<file path="config.mk">
export PLATFORM = sky130hd
export DESIGN_NAME = cnt_timer_ctrl
export DESIGN_NICKNAME = d
export VERILOG_FILES = /design/src/rtl/cnt_ctrl_pkg.sv /design/src/rtl/tick_prescaler.sv /design/src/rtl/cnt_timer_ctrl.sv
export SDC_FILE = /design/constraint.sdc
export NUM_CORES = 1
export LEC_CHECK = 0
export BUFFER_PORTS_ARGS = -buffer_cell sky130_fd_sc_hd__buf_2
export CAP_MARGIN = 10
export CORE_MARGIN = 2
export CORE_UTILIZATION = 30
export CTS_CLUSTER_SIZE = 40
export DETAILED_ROUTE_END_ITERATION = 7
export PLACE_DENSITY = 0.52
export SYNTH_ARGS = -nofsm -noshare
export SYNTH_HDL_FRONTEND = slang
export SYNTH_SLANG_ARGS = --single-unit
</file>
<file path="constraint.sdc">
create_clock -name clk -period 3.95 [get_ports clk]
set_clock_uncertainty 0.1 [all_clocks]
set_input_delay 0.1975 -clock clk [delete_from_list [all_inputs] [get_ports clk]]
set_output_delay 0.1975 -clock clk [all_outputs]
set_load 0.005 [all_outputs]
</file>
<file path="src/rtl/cnt_ctrl_pkg.sv">
// Shared encodings for the programmable timer controller.
package cnt_ctrl_pkg;

    // Command opcodes carried on cmd_op
    localparam logic [1:0] OP_START  = 2'b00;
    localparam logic [1:0] OP_STOP   = 2'b01;
    localparam logic [1:0] OP_PAUSE  = 2'b10;
    localparam logic [1:0] OP_RESUME = 2'b11;

    // Reload behaviour selected by cfg_mode
    localparam logic MODE_ONESHOT  = 1'b0;
    localparam logic MODE_PERIODIC = 1'b1;

    // Controller states
    typedef enum logic [1:0] {
        ST_IDLE  = 2'd0,
        ST_RUN   = 2'd1,
        ST_PAUSE = 2'd2,
        ST_DONE  = 2'd3
    } state_t;

endpackage

</file>
<file path="src/rtl/tick_prescaler.sv">
// Clock divider: asserts tick on the clock where the phase counter equals presc.
module tick_prescaler #(
    parameter int unsigned PRE_W = 4
) (
    input  logic             clk,
    input  logic             rst,
    input  logic             clr,
    input  logic             en,
    input  logic [PRE_W-1:0] presc,
    output logic             tick
);

    logic [PRE_W-1:0] r_count;

    // Tick is combinational so the counter consumes it on the same edge the phase wraps
    assign tick = en && (r_count == presc);

    // Phase counter: cleared by START/STOP, frozen whenever en is low
    always_ff @(posedge clk or negedge rst) begin
        if (!rst) begin
            r_count <= '0;
        end else if (clr) begin
            r_count <= '0;
        end else if (en) begin
            r_count <= (r_count == presc) ? '0 : r_count + PRE_W'(1);
        end
    end

endmodule

</file>
<file path="src/rtl/cnt_timer_ctrl.sv">
// Programmable timer: command-driven FSM sequencing a prescaled up-counter.
module cnt_timer_ctrl
    import cnt_ctrl_pkg::*;
#(
    parameter int unsigned WIDTH = 4,
    parameter int unsigned PRE_W = 4
) (
    input  logic             clk,
    input  logic             rst,
    input  logic             cmd_valid,
    output logic             cmd_ready,
    input  logic [1:0]       cmd_op,
    input  logic [WIDTH-1:0] cfg_period,
    input  logic             cfg_mode,
    input  logic [PRE_W-1:0] cfg_prescale,
    output logic [WIDTH-1:0] cnt,
    output logic             busy,
    output logic             tc_pulse,
    output logic             done
);

    state_t           r_state;
    state_t           w_state_nxt;
    logic [WIDTH-1:0] r_cnt;
    logic [WIDTH-1:0] w_cnt_nxt;
    logic             r_done;
    logic             w_done_nxt;
    logic             r_tc;
    logic             w_tc_nxt;
    logic             r_busy;
    logic             w_busy_nxt;

    logic [WIDTH-1:0] r_period;
    logic             r_mode;
    logic [PRE_W-1:0] r_presc;

    logic             w_cmd;
    logic             w_start;
    logic             w_stop;
    logic             w_pause;
    logic             w_resume;
    logic             w_presc_clr;
    logic             w_presc_en;
    logic             w_tick;

    // Ready tracks reset directly so it drops the instant rst goes low
    assign cmd_ready = rst;

    assign w_cmd    = cmd_valid & cmd_ready;
    assign w_start  = w_cmd && (cmd_op == OP_START);
    assign w_stop   = w_cmd && (cmd_op == OP_STOP);
    assign w_pause  = w_cmd && (cmd_op == OP_PAUSE);
    assign w_resume = w_cmd && (cmd_op == OP_RESUME);

    // A command that acts this cycle pre-empts the tick, so the phase must not advance
    assign w_presc_clr = w_start | w_stop;
    assign w_presc_en  = (r_state == ST_RUN) & ~w_start & ~w_stop & ~w_pause;

    tick_prescaler #(
        .PRE_W (PRE_W)
    ) u_presc (
        .clk   (clk),
        .rst   (rst),
        .clr   (w_presc_clr),
        .en    (w_presc_en),
        .presc (r_presc),
        .tick  (w_tick)
    );

    // Next-state, counter and pulse decode; commands take priority over ticks
    always_comb begin
        w_state_nxt = r_state;
        w_cnt_nxt   = r_cnt;
        w_done_nxt  = r_done;
        w_tc_nxt    = 1'b0;

        if (w_start) begin
            w_state_nxt = ST_RUN;
            w_cnt_nxt   = '0;
            w_done_nxt  = 1'b0;
        end else if (w_stop) begin
            w_state_nxt = ST_IDLE;
            w_cnt_nxt   = '0;
            w_done_nxt  = 1'b0;
        end else begin
            case (r_state)
                ST_RUN: begin
                    if (w_pause) begin
                        w_state_nxt = ST_PAUSE;
                    end else if (w_tick) begin
                        if (r_cnt == r_period) begin
                            w_tc_nxt = 1'b1;
                            if (r_mode == MODE_ONESHOT) begin
                                w_state_nxt = ST_DONE;
                                w_done_nxt  = 1'b1;
                            end else begin
                                w_cnt_nxt = '0;
                            end
                        end else begin
                            w_cnt_nxt = r_cnt + WIDTH'(1);
                        end
                    end
                end
                ST_PAUSE: begin
                    if (w_resume) begin
                        w_state_nxt = ST_RUN;
                    end
                end
                default: begin
                    w_state_nxt = r_state;
                end
            endcase
        end

        w_busy_nxt = (w_state_nxt == ST_RUN) || (w_state_nxt == ST_PAUSE);
    end

    // State and registered outputs
    always_ff @(posedge clk or negedge rst) begin
        if (!rst) begin
            r_state <= ST_IDLE;
            r_cnt   <= '0;
            r_done  <= 1'b0;
            r_tc    <= 1'b0;
            r_busy  <= 1'b0;
        end else begin
            r_state <= w_state_nxt;
            r_cnt   <= w_cnt_nxt;
            r_done  <= w_done_nxt;
            r_tc    <= w_tc_nxt;
            r_busy  <= w_busy_nxt;
        end
    end

    // Shadow configuration captured only on START
    always_ff @(posedge clk or negedge rst) begin
        if (!rst) begin
            r_period <= '0;
            r_mode   <= MODE_ONESHOT;
            r_presc  <= '0;
        end else if (w_start) begin
            r_period <= cfg_period;
            r_mode   <= cfg_mode;
            r_presc  <= cfg_prescale;
        end
    end

    assign cnt      = r_cnt;
    assign busy     = r_busy;
    assign tc_pulse = r_tc;
    assign done     = r_done;

endmodule

</file>
Word level (Yosys, flattened, before mapping)
Cells that the tools add are included.

word-level totals
  register bits after elaboration = 22
  latch bits = 0
  bits in writable memories = 0
  memory bits (read-only) = 0
  input port bits = 14
  output and inout port bits = 8
  memories = 0

cells by class
  $add $sub $neg = 2
  multipliers = 0
  divide/modulo/power cells = 0
  order comparisons = 0
  equality and inequality tests = 12
  shift-type cells = 0
  muxes and demuxes = 31
  bitwise logic cells = 8
  reductions and logical operators = 13

operators with widths
  operator               count
  $mux W4                10
  $mux W2                7
  $mux W1                13
  $reduce_bool A3 Y1     3
  $add A4 B1 Y4 const B  2
  $eq A2 B2 Y1 const B   4
  $eq A4 B4 Y1           2
  $eq A2 B1 Y1 const B   3
  $logic_and A1 B1 Y1    5
  $reduce_and A5 Y1      1
  $and A1 B1 Y1          4
  $ne A4 B4 Y1 const B   1
  $pmux W2 S2            1
  $reduce_and A4 Y1      1
  $ne A3 B1 Y1 const B   1
  $ne A3 B3 Y1 const B   1
  $not A1 Y1             3
  $logic_not A2 Y1       1
  $reduce_bool A2 Y1     1
  $logic_or A1 B1 Y1     1
  $or A1 B1 Y1           1

Depth between registers and ports, before layout
  depth after elaboration = 14
  depth in mapped cells = 7

By module
Synthesis repeated with hierarchy kept, for this count alone.

unflattened totals
  cell total of the unflattened synthesis = 126
  area, all modules = 1,281.2 um2

modules (own cells, without submodules)
  module          times used  cells each  area each (um2)  sequential area each (um2)
  cnt_timer_ctrl  1           98          1,002.2          450.4
  tick_prescaler  1           28          279.0            100.1

Worst setup path before layout
OpenSTA, ideal clock, no wires.

  path kind = register to register
  start = register r_state[0]
  end = register r_busy (netlist: busy)
  library setup time = 0.124 ns
  data arrival time = 1.642 ns
  slack = 2.085 ns
  stages on the path, launching flop included = 8
  buffers on the path = 0
  cells stage by stage = dfrtp_1 inv_1 ha_1 and2b_1 o21ai_0 nor3_1 a211oi_1 a211o_1

on the way
  longest elaborated chain between the ends = 12

ends and longest elaborated chain
  element                                       RTL line                                    text
  start: declaration                            cnt_timer_ctrl.sv:22                        state_t r_state;
  start signal: assignment                      cnt_timer_ctrl.sv:127                       r_state <= w_state_nxt;
  $eq A2 B1 Y1                                  cnt_timer_ctrl.sv:57, cnt_timer_ctrl.sv:86
  $and A1 B1 Y1 (3 in series)                   cnt_timer_ctrl.sv:57                        assign w_presc_en = (r_state == ST_RUN) & ~w_start & ~w_stop & ~w_pause;
  $logic_and A1 B1 Y1                           tick_prescaler.sv:16                        assign tick = en && (r_count == presc);
  $mux W2                                       cnt_timer_ctrl.sv:90                        end else if (w_tick) begin
  $mux W2                                       cnt_timer_ctrl.sv:88                        if (w_pause) begin
  $pmux W2 S2 *                                 cnt_timer_ctrl.sv:86                        case (r_state)
  $mux W2 *                                     cnt_timer_ctrl.sv:81                        end else if (w_stop) begin
  $mux W2 *                                     cnt_timer_ctrl.sv:77                        if (w_start) begin
  $eq A2 B1 Y1 or $eq A2 B2 Y1 (tied branches)  cnt_timer_ctrl.sv:115                       w_busy_nxt = (w_state_nxt == ST_RUN) || (w_state_nxt == ST_PAUSE);
  $logic_or A1 B1 Y1 *                          cnt_timer_ctrl.sv:115
  named net w_busy_nxt                          cnt_timer_ctrl.sv:31                        logic w_busy_nxt;
  end signal: assignment                        cnt_timer_ctrl.sv:131                       r_busy <= w_busy_nxt;
  end: declaration                              cnt_timer_ctrl.sv:30                        logic r_busy;

The timed path passes the listed nets; every way through them passes the cells marked *.
A chain may end at the register's enable or synchronous reset.

Final worst setup path
  start = input port rst
  end = register r_presc[0]

on the way
  longest elaborated chain between the ends = 2

ends and longest elaborated chain
  element                 RTL line               text
  start: declaration      cnt_timer_ctrl.sv:9    input logic rst,
  $and A1 B1 Y1           cnt_timer_ctrl.sv:49   assign w_cmd = cmd_valid & cmd_ready;
  $logic_and A1 B1 Y1     cnt_timer_ctrl.sv:50   assign w_start = w_cmd && (cmd_op == OP_START);
  end signal: assignment  cnt_timer_ctrl.sv:144  r_presc <= cfg_prescale;
  end: declaration        cnt_timer_ctrl.sv:35   logic [PRE_W-1:0] r_presc;

Every way passes these cells.

==> impl_metrics.csv <==
group,metric,value,unit
hold_path,hold_depth,2,
global_route,grt_max_degree,28,
timing,worst_pin_slew,0.764,ns
power,vdd_drop_max,0.000231,V
synthesis,synth_cell_types,35,
hold_path,hp-start,"cfg_prescale[2]",
clock_network,htree_levels,1,
routing,detail-route-antenna-nets,0,
finish,seq_area,551,sq um
finish,nFillCells,426,
power,p_leak,0.641,nW
clock_network,cts_buffer_depth,2,
finish,multiInputGateArea,692,sq um
floorplanning,row_count,23,
critical_path,crit_required,4.00,ns
floorplanning,die-area,0.00473,sq mm
timing,setup_viol,0,
synthesis,synth-edff-count,0,
synthesis,async_flop_share,100,%
routing,first_pass_iters,4,
timing,hold_viol,0,
synthesis,synth-main-ff-cell,"dfrtp_1",
clock_network,ctsResizeCount,0,
timing,period_needed,2.39,ns
timing,max_slew_margin,48.8,%
finish,fin_area,0.00147,sq mm
global_route,grt_pass1_vias,1022,
critical_path,startpoint_type,"input pin",
critical_path,max_stage_delay,0.63,ns
critical_path,cp-end-kind,"register",
synthesis,ys_warn_count,0,
critical_path,cp_cell_sequence,"dlygate4sd3_1, buf_2, nand2_2, nor3_2, mux2_2",
placed_design,place_congestion,0.726,
floorplanning,die_x,68.7,um
finish,instances_no_fill,188,
timing,setup_tns,0,ns
routing,vias,953,
routing,wire_per_inst,14.2,um
synthesis,synth_top_area_share,43.8,%
placed_design,port_buffers,21,
finish,final_util,36.5,%
run,maxCapViolations,0,
clock_network,clkSinkCount,22,
synthesis,yosysMostFrequentCell,"dfrtp_1",
finish,antenna_cells,0,
critical_path,r2r_end,"busy",
synthesis,ys_ff_latch,22,
power,p_per_area,365,mW/mm^2
synthesis,ys_top_cells_by_area,"dfrtp_1 44%, mux2_2 9.9%, xnor2_1 4.2%",
synthesis,avgSynthCellArea,11.0,sq um
critical_path,arrival,2.44,ns
global_route,grt_pass1_wl,4.64,mm
critical_path,crit_type,"in2reg",
clock_network,cts_buffers,3,
clock_network,cts_tree,"built",
finish,nets,158,
critical_path,reg2regPathDepth,6,
timing,rsz0062_at_grt,"no",
routing,first_iter_violations,41,
synthesis,syn_nets,132,
critical_path,r2r_setup_slack,1.85,ns
timing,period_share,60.4,%
clock_network,path_clk_slew,0.08,ns
routing,drc,0,
floorplanning,core_area,0.00403,sq mm
placed_design,dp_hpwl,2.01,mm
hold_path,hp-class,"in2reg",
global_route,antenna_found_initial,0,
critical_path,critPathMaxFanout,27,
outcome,status,"finished clean",
synthesis,syn_inst,114,
synthesis,syn-cell-area,0.00126,sq mm
critical_path,slowest_stage,"nor3_2",
global_route,grt-ovfl-total,0,
routing,viasPerCell,5.07,
critical_path,timing.rr.start,"r_state[1]",
floorplanning,initial_core_util,31.2,%
hold_path,min_to,"r_presc[2]",
placed_design,placed_area,0.00142,sq mm
finish,drive_above_1_share,34.1,%
clock_network,clockRootBuffer,"clkbuf_8",
global_route,track_usage,13.4,%
finish,synthToLayoutAreaGrowth,16.8,%
synthesis,netlist_top_cells_count,"22 x dfrtp_1, 11 x mux2_2, 9 x nor2_1, 8 x nand2_1, 8 x o21ai_0",
floorplanning,die_height,68.7,um
clock_network,worstSkewPairLatency,0.26,ns
synthesis,ys_seq_area_share,43.8,%
timing,fmax,419,MHz
synthesis,yosys.area.top_type,"dfrtp_1",
clock_network,cts_setup_buffers,0,
floorplanning,num_io_pins,22,
routing,wirelength,2.67,mm
placed_design,placed_cells,184,
timing,slew_violations,0,
worst max path at each step:
stage / from / to / slack (ns) / depth (start not counted)
global placement: rst / r_presc[1] / 1.81 / 4
global route: rst / busy / 1.23 / 7
finish: rst / r_presc[0] / 1.56 / 5
floorplan: r_state[0] / busy / 2.08 / 7
detailed placement: rst / r_presc[3] / 1.75 / 4
CTS: rst / busy / 1.49 / 7
what timing repair did:
| item | 4_1_cts | 5_1_grt |
|---|---|---|
| setup endpoints to repair | 0 | 0 |
| endpoints found under the hold margin | 22 | 0 |
| hold buffers | 1 | 0 |
layer usage:
metal / wire (um) / part of all wire, % / global-route usage, % / vias up
li1: - / - / - / 470
met1: 1200 / 45 / 16.0 / 460
met2: 1300 / 49 / 23.4 / 18
met3: 112 / 4.2 / 1.95 / 5
met4: 51 / 1.9 / 6.37 / 0
met5: 0 / 0 / 0 / -
state kept, by name, summed over array words and instances, names as in the netlist, 2 cells and up:
register / count
cnt: 4
u_presc.r_count: 4
r_period: 4
r_presc: 4
r_state: 2
critical path: cells and delay by family:
family	cells	cell delay [ns]
buf+inv	2	0.99
simple gates	2	0.83
mux	1	0.41
cells in the final DEF, fill, tap and decap left out, drive strengths merged:
cell type    Yosys  layout
a211o            1       1
a211oi           2       2
a21oi            3       3
a22o             2       2
a22oi            1       1
a31oi            1       1
a32oi            1       1
and2             1       1
and2b            1       1
and4             1       1
and4b            1       1
buf              1      21
clkbuf           0       3
dfrtp           22      22
dlygate4sd3      0       1
ha               4       4
inv              2       2
mux2            11      11
nand2            9       9
nand3            6       6
nand3b           2       2
nand4            3       3
nor2             9       9
nor3             5       5
nor4             2       2
nor4b            1       1
o211ai           1       1
o21a             2       2
o21ai            9       9
o31a             1       1
xnor2            9       9
power breakdown:
part,switching [mW],internal [mW],total (mW)
sequential,0.0303,0.253,0.284
combinational,0.0530,0.0613,0.114
clock,0.0700,0.0681,0.138
layout make-up:
| class | instances | area share (%) |
|---|---|---|
| repair buffers | 22 | 7.84 |
| multi-input cells | 89 | 47.1 |
| clock buffers | 3 | 2.81 |
| flip-flops and latches | 22 | 37.5 |
| inverters | 2 | 0.511 |
| well taps | 50 | 4.26 |
kinds of logic (layout without fill, tap and decap cells):
kind of cell | count (synthesis) | count (layout) | synth area share (%)
adders and majority gates | 4 | 4 | 3.98
buffers and inverters | 3 | 27 | 1.19
xor gates and xnor gates | 9 | 9 | 8.06
and+or+nand+nor | 41 | 41 | 19.8
DFF | 22 | 22 | 43.8
AOI/OAI and AO/OA | 24 | 24 | 13.3
muxes | 11 | 11 | 9.85
stage by stage:
step	setup slack (ns)	hold WS [ns]	total power, mW
after detailed placement	1.75	0.125	0.403
final	1.56	0.0601	0.536
after floorplan	2.08	-0.198	0.367
after global placement	1.81	0.118	0.397
after CTS	1.49	0.0565	0.545
after global routing	1.23	0.0602	0.569
(Power assumes the default switching activity.)
